===== src/rtl/zx_pkg.sv =====
// zx_pkg: port numbers, fixed bank numbers and paging-register bit positions for the Spectrum 128/Pentagon mapper
package zx_pkg;
  localparam logic [15:0] PORT_7FFD = 16'h7FFD;
  localparam logic [15:0] PORT_FFFD = 16'hFFFD;
  localparam logic [15:0] PORT_BFFD = 16'hBFFD;
  localparam int BANK_SCREEN = 5;
  localparam int BANK_MID    = 2;
  localparam int BANK_SHADOW = 7;
  localparam int PG_LOCK   = 5;
  localparam int PG_ROM    = 4;
  localparam int PG_SCREEN = 3;
  typedef enum logic [1:0] {
    SEG_ROM    = 2'b00,
    SEG_SCREEN = 2'b01,
    SEG_MID    = 2'b10,
    SEG_TOP    = 2'b11
  } seg_e;
  function automatic logic is_7ffd(input logic [15:0] a, input bit full);
    return full ? (a == PORT_7FFD) : (!a[15] && !a[1]);
  endfunction
endpackage


===== src/rtl/zx_io_strobe.sv =====
// zx_io_strobe: two-stage capture of the asynchronous Z80 I/O write strobe, emitting one pulse per bus write with the A/D sampled alongside
module zx_io_strobe (
  input  logic        clock_25,
  input  logic        RESET_N,
  input  logic        wr_raw_i,
  input  logic [15:0] a_i,
  input  logic [7:0]  d_i,
  output logic        pulse_o,
  output logic [15:0] a_o,
  output logic [7:0]  d_o
);
  logic        s1_q, s2_q;
  logic [15:0] a_q;
  logic [7:0]  d_q;
  // stage 1 samples strobe with bus, stage 2 delays the strobe so only its first sampled cycle pulses
  always_ff @(posedge clock_25) begin
    if (!RESET_N) begin
      s1_q <= 1'b0;
      s2_q <= 1'b0;
      a_q  <= '0;
      d_q  <= '0;
    end else begin
      s1_q <= wr_raw_i;
      s2_q <= s1_q;
      a_q  <= a_i;
      d_q  <= d_i;
    end
  end
  assign pulse_o = s1_q & ~s2_q;
  assign a_o     = a_q;
  assign d_o     = d_q;
endmodule


===== src/rtl/zx_port_mapper.sv =====
// zx_port_mapper: 7FFD paging (up to 512k), FE border/beeper latch and CPU-to-RAM/ROM address translation; AY select/data decode under ZX_AY_DECODE_EN
module zx_port_mapper
  import zx_pkg::*;
#(
  parameter int unsigned RAM_BANK_BITS = 3,
  parameter bit          FULL_DECODE   = 1'b1
) (
  input  logic                     clock_25,
  input  logic                     RESET_N,
  input  logic [15:0]              A,
  input  logic [7:0]               D_in,
  input  logic                     nMREQ,
  input  logic                     nIORQ,
  input  logic                     nRD,
  input  logic                     nWR,
  output logic [RAM_BANK_BITS+13:0] mem_addr,
  output logic [14:0]              rom_addr,
  output logic                     rom_sel,
  output logic                     ram_we,
  output logic                     vid_bank7,
  output logic [2:0]               border,
  output logic                     speaker,
  output logic [7:0]               paging,
  output logic [3:0]               ay_addr,
  output logic                     ay_wr,
  output logic [7:0]               ay_data
);
  logic                     io_pulse;
  logic [15:0]              io_a;
  logic [7:0]               io_d;
  logic                     hit_pg, do_fe;
  logic [7:0]               paging_q, paging_d;
  logic [2:0]               border_q, border_d;
  logic                     speaker_q, speaker_d;
  logic [RAM_BANK_BITS-1:0] bank;
  zx_io_strobe u_strobe (
    .clock_25 (clock_25),
    .RESET_N  (RESET_N),
    .wr_raw_i (!nIORQ & nRD & !nWR),
    .a_i      (A),
    .d_i      (D_in),
    .pulse_o  (io_pulse),
    .a_o      (io_a),
    .d_o      (io_d)
  );
  assign hit_pg = is_7ffd(io_a, FULL_DECODE);
`ifdef ZX_AY_DECODE_EN
  logic       do_sel, do_dat;
  logic [3:0] ay_addr_q, ay_addr_d;
  logic [7:0] ay_data_q, ay_data_d;
  logic       ay_wr_q, ay_wr_d;
  // AY register select and data write sit below 7FFD in priority and above the FE latch
  always_comb begin
    do_sel    = io_pulse && !hit_pg && io_a == PORT_FFFD;
    do_dat    = io_pulse && !hit_pg && io_a == PORT_BFFD;
    do_fe     = io_pulse && !hit_pg && !do_sel && !do_dat && !io_a[0];
    ay_addr_d = do_sel ? io_d[3:0] : ay_addr_q;
    ay_data_d = do_dat ? io_d : ay_data_q;
    ay_wr_d   = do_dat;
  end
  // AY latches; the write strobe lasts exactly the cycle after the decode pulse
  always_ff @(posedge clock_25) begin
    if (!RESET_N) begin
      ay_addr_q <= '0;
      ay_data_q <= '0;
      ay_wr_q   <= 1'b0;
    end else begin
      ay_addr_q <= ay_addr_d;
      ay_data_q <= ay_data_d;
      ay_wr_q   <= ay_wr_d;
    end
  end
  assign ay_addr = ay_addr_q;
  assign ay_data = ay_data_q;
  assign ay_wr   = ay_wr_q;
`else
  assign do_fe   = io_pulse && !hit_pg && !io_a[0];
  assign ay_addr = '0;
  assign ay_data = '0;
  assign ay_wr   = 1'b0;
`endif
  // once the lock bit is set, 7FFD writes are dropped until reset
  always_comb begin
    paging_d  = (io_pulse && hit_pg && !paging_q[PG_LOCK]) ? io_d : paging_q;
    border_d  = do_fe ? io_d[2:0] : border_q;
    speaker_d = do_fe ? (io_d[4] ^ io_d[3]) : speaker_q;
  end
  // paging and border/beeper registers
  always_ff @(posedge clock_25) begin
    if (!RESET_N) begin
      paging_q  <= '0;
      border_q  <= '0;
      speaker_q <= 1'b0;
    end else begin
      paging_q  <= paging_d;
      border_q  <= border_d;
      speaker_q <= speaker_d;
    end
  end
  // top 16k bank: the extended bits are paging[7:6] trimmed to what the RAM size needs; lock forces bank 0
  always_comb begin
    bank = (A[15:14] == SEG_SCREEN) ? RAM_BANK_BITS'(BANK_SCREEN) :
           (A[15:14] == SEG_MID)    ? RAM_BANK_BITS'(BANK_MID) :
           paging_q[PG_LOCK]        ? '0 :
                                      RAM_BANK_BITS'({paging_q[7:6], paging_q[2:0]});
  end
  assign mem_addr  = {bank, A[13:0]};
  assign rom_sel   = A[15:14] == SEG_ROM;
  assign rom_addr  = {paging_q[PG_ROM] | paging_q[PG_LOCK], A[13:0]};
  assign ram_we    = !nMREQ & nRD & !nWR & (A[15:14] != SEG_ROM);
  assign vid_bank7 = paging_q[PG_SCREEN];
  assign border    = border_q;
  assign speaker   = speaker_q;
  assign paging    = paging_q;
endmodule


===== config.mk =====
export PLATFORM = sky130hd
export DESIGN_NAME = zx_port_mapper
export DESIGN_NICKNAME = d
export VERILOG_FILES = /design/src/rtl/zx_pkg.sv /design/src/rtl/zx_io_strobe.sv /design/src/rtl/zx_port_mapper.sv
export SDC_FILE = /design/constraint.sdc
export NUM_CORES = 1
export LEC_CHECK = 0
export ABC_AREA = 0
export CAP_MARGIN = 20
export CORE_MARGIN = 4
export CORE_UTILIZATION = 30
export CTS_CLUSTER_SIZE = 10
export DETAILED_ROUTE_END_ITERATION = 16
export SLEW_MARGIN = 20
export SYNTH_ARGS = -nofsm -noshare
export SYNTH_HDL_FRONTEND = slang
export SYNTH_SLANG_ARGS = --single-unit

===== constraint.sdc =====
create_clock -name clock_25 -period 1.75 [get_ports clock_25]
set_input_delay 0.35 -clock clock_25 [delete_from_list [all_inputs] [get_ports clock_25]]
set_output_delay 0.35 -clock clock_25 [all_outputs]
set_load 0.1 [all_outputs]

# Word level (Yosys, flattened, before mapping)
# Cells that the tools add are included.
[word_totals]
ff_bits = 38
latch_bits = 0
ramBits = 0
romBits = 0
wordCells = 34
n_memories = 0
[op_classes]
addsub = 0
multipliers = 0
div_mod_pow = 0
order_cmp = 0
n_eq_ne = 3
n_shift = 0
muxes = 3
bitwise = 9
reduce_logical = 12
[ops]
columns = ["cell", "n"]
rows = [
  ["$eq A16 B15 Y1 const B", 1],
  ["$mux W3", 3],
  ["$and A1 B1 Y1", 6],
  ["$logic_not A1 Y1", 6],
  ["$logic_and A1 B1 Y1", 4],
  ["$eq A2 B1 Y1 const B", 1],
  ["$eq A2 B2 Y1 const B", 1],
  ["$logic_not A2 Y1", 1],
  ["$reduce_bool A2 Y1", 1],
  ["$not A1 Y1", 1],
  ["$or A1 B1 Y1", 1],
  ["$xor A1 B1 Y1", 1],
]

# Depth between registers and ports, before layout
[logic_depth]
depth_word = 4
mapped_depth = 5
depth_no_buf = 4

# Hierarchy
# From an unflattened synthesis, not the netlist that was laid out.
[hier_totals]
hier_cells = 166
area_unflattened_um2 = 1652.8
[by_module_without_submodules]
columns = ["mod", "instances", "cells_per_inst", "area_per_inst_um2"]
rows = [
  ["zx_port_mapper", 1, 111, 915.9],
  ["zx_io_strobe", 1, 55, 737.0],
]

# Worst setup path after synthesis
# No wires, ideal clock.
[synth_timing]
path_type = "input to output"
start = "in A[14]"
end = "out ram_we"
t_arrival_ps = 3946
slack_ps = -2546
stages = 2
path_buffers = 0
cell_sequence = "nor2_1 nor4b_1"
[synth_via]
elab_chain_len = 2
[synth_rtl]
columns = ["item", "line", "text"]
rows = [
  ["start, declared", "zx_port_mapper.sv:10", "input logic [15:0] A,"],
  ["$reduce_bool A2 Y1", "zx_port_mapper.sv:110", "assign ram_we = !nMREQ & nRD & !nWR & (A[15:14] != SEG_ROM);"],
  ["$and A1 B1 Y1", "zx_port_mapper.sv:110", ""],
  ["end, declared", "zx_port_mapper.sv:19", "output logic ram_we,"],
]
# No other way between the ends.

# Worst setup path in the final report
[layout_timing]
start = "in nMREQ"
end = "out ram_we"
[layout_via]
elab_chain_len = 4
[layout_rtl]
columns = ["item", "line", "text"]
rows = [
  ["start, declared", "zx_port_mapper.sv:12", "input logic nMREQ,"],
  ["$logic_not A1 Y1", "zx_port_mapper.sv:110", ""],
  ["$and A1 B1 Y1 (3 in a row)", "zx_port_mapper.sv:110", ""],
]
# No other way between the ends.

==> impl_metrics.yaml <==
setup_path:
  critPathArrivalTime_ns: 1.37
  r2r-start: "u_strobe.a_o[1]"
  rrSetupSlack_ns: 0.41
  required_ns: 1.40
  ff2ff_path_depth: 5
  endpoint_kind: "output port"
  r2r_end: "paging[3]"
  cp-start-kind: "input port"
  crit_type: "input port to output port"
  cp_max_fo: 1
finish:
  n_antenna_cell: 0
  drive_above_1_share_pct: 34.4
  nNetsFinal: 248
  layout.cells.most_common: "buf_12"
  area_growth_pct: 72.6
  nFillCells: 475
  post-route-util_pct: 54.6
  layoutNonFillerInstCount: 288
  layout_common_cells: "47 x buf_12, 33 x dfxtp_1, 27 x clkdlybuf4s50_1, 26 x and2_1, 15 x nand2_1"
logic_synthesis:
  ys_ff_latch: 38
  ys_types: 27
  synth_seq_area_share_pct: 46.2
  synth_top_area_share_pct: 46.2
  netlist_instances: 163
  synth_top_area_cell: "dfxtp_1"
  synth_area_um2: 1650
  yosys_warnings: 0
  synthTopCellsByArea: "dfxtp_1 46%, buf_4 19%, and2_1 9.9%"
  avgSynthCellArea_um2: 10.1
floorplanning:
  initial_core_util_pct: 31.6
  die_height_um: 82.1
  io_pins: 90
  fp.dieW_um: 82.1
  rows: 26
  coreArea_um2: 5200
  dieArea_um2: 6740
clock_tree:
  path_clk_slew_ns: 0.07
  clockBufferDepth: 2
  cts-root-buf: "clkbuf_8"
  cts_resized: 2
  cts_tree: "yes"
  cts_made_buffers: 5
  clock-sinks: 38
  clk_latency_ns: 0.28
  hold_buffers: 0
  cts_max_level: 2
  postCtsSetupBuffers: 0
placement:
  placed_cells: 281
  io_buffers: 76
  place_hpwl_um: 2780
  gp_congestion: 0.641
pwr:
  power_density_nw_per_um2: 778
  peakVddDrop_mv: 0.423
  leakagePower_nw: 1.21
global_routing:
  grt_pass1_vias: 1113
  grt_max_degree: 23
  antenna_found_initial: 0
  grt_usage_pct: 10.9
  grt_pass1_wl_um: 5480
  grt-ovfl-total: 0
drt:
  via_per_inst: 3.93
  vias: 1131
  drt_iter0_markers: 7
  drcViolationCount: 0
  drtPass1Iterations: 4
  ant_nets: 0
  wirelength_um: 3380
  routedWlPerCell_um: 11.7
timing:
  rsz0062_at_grt: "no"
  period_minus_slack_ns: 1.72
  timing.hold.ws_ns: 0.445
  timing.setup.tns_ns: 0
  clock-skew-final_ns: 0.00496
  setup_viol: 0
  hold_viol: 0
  report.final.slew_viol_count: 0
  max_freq_mhz: 582
  finalCritPeriodShare_pct: 98.1
job:
  cap_violations: 0
min_path:
  min-delay-start: "u_strobe.d_o[6]"
  hp-class: "flop to flop"
  hold_depth: 2
  hold_end: "paging[6]"
run_status:
  outcome: "finished clean"
cell usage after synthesis (all sizes together):
| cell | n |
|---|---|
| nand2b | 2 |
| o211a | 1 |
| dfxtp | 38 |
| and2 | 26 |
| nand2 | 15 |
| nand3b | 1 |
| conb | 1 |
| nor2 | 1 |
| nor4 | 1 |
| and2b | 1 |
| a21o | 2 |
| o21ai | 1 |
| mux2i | 10 |
| or2 | 1 |
| nand4b | 1 |
| nor2b | 6 |
| and4b | 1 |
| buf | 44 |
| clkbuf | 4 |
| nor4b | 1 |
| nor4bb | 1 |
| a22o | 1 |
| nand4 | 2 |
| xnor2 | 1 |
state kept, by name, indices dropped and copies added, names as in the netlist:
name / flops
u_strobe.d_o: 8
paging: 8
speaker: 1
u_strobe.s2_q: 1
u_strobe.s1_q: 1
u_strobe.a_o: 16
border: 3
power by group:
| part | internal, mW | switching, mW | leakage [nW] |
|---|---|---|---|
| combinational | 0.246 | 0.511 | 0.859 |
| sequential | 0.895 | 0.0129 | 0.316 |
| clock | 0.274 | 0.273 | 0.0383 |
layout make-up:
cell class | count | area (µm²) | area share, %
tap | 70 | 87.6 | 3.08
sequential | 38 | 769 | 27.1
clock buffer | 7 | 76.3 | 2.68
multi-input combinational | 89 | 621 | 21.8
timing repair buffer | 84 | 1290 | 45.3
layer usage:
metal	routed length, µm	vias to the layer above	global-route usage (%)	part of all wire (%)
li1	-	574	-	-
met1	1320	502	12.5	39
met2	1680	50	17.9	50
met3	333	5	4.71	9.8
met4	48	0	4.49	1.4
met5	0	-	0	0
through the flow:
stage	instance area (µm²)	setup WS (ns)	power, mW
floorplan	1740	-0.202	1.48
global placement	2770	-0.199	1.69
detailed placement	2770	-0.207	1.69
CTS	2840	0.0201	2.24
global route	2840	0.00494	2.31
finish	2840	0.0327	2.21
cell families after synthesis:
logic type | Yosys count | synth area share, %
XOR/XNOR | 1 | 0.532
AO/OA/AOI/OAI | 5 | 2.43
other | 1 | 0.228
AND/OR/NAND/NOR | 60 | 23.5
buffers and inverters | 48 | 21.0
multiplexers | 10 | 6.08
flip-flops | 38 | 46.2
how the worst max path moves through the flow:
stage | startpoint | endpoint | slack (ns) | cells past startpoint
after floorplan | A[14] | ram_we | -0.20 | 2
after global placement | A[15] | mem_addr[14] | -0.20 | 5
after detailed placement | A[15] | mem_addr[14] | -0.21 | 5
after CTS | nMREQ | ram_we | 0.02 | 3
after global routing | A[15] | mem_addr[14] | 0.005 | 5
final | nMREQ | ram_we | 0.03 | 3
worst max-delay path, cell delays in order:
cell and delay (ns):
clkdlybuf4s50_1 0.45, nor4b_4 0.35, buf_12 0.22
(Power assumes the default switching activity.)
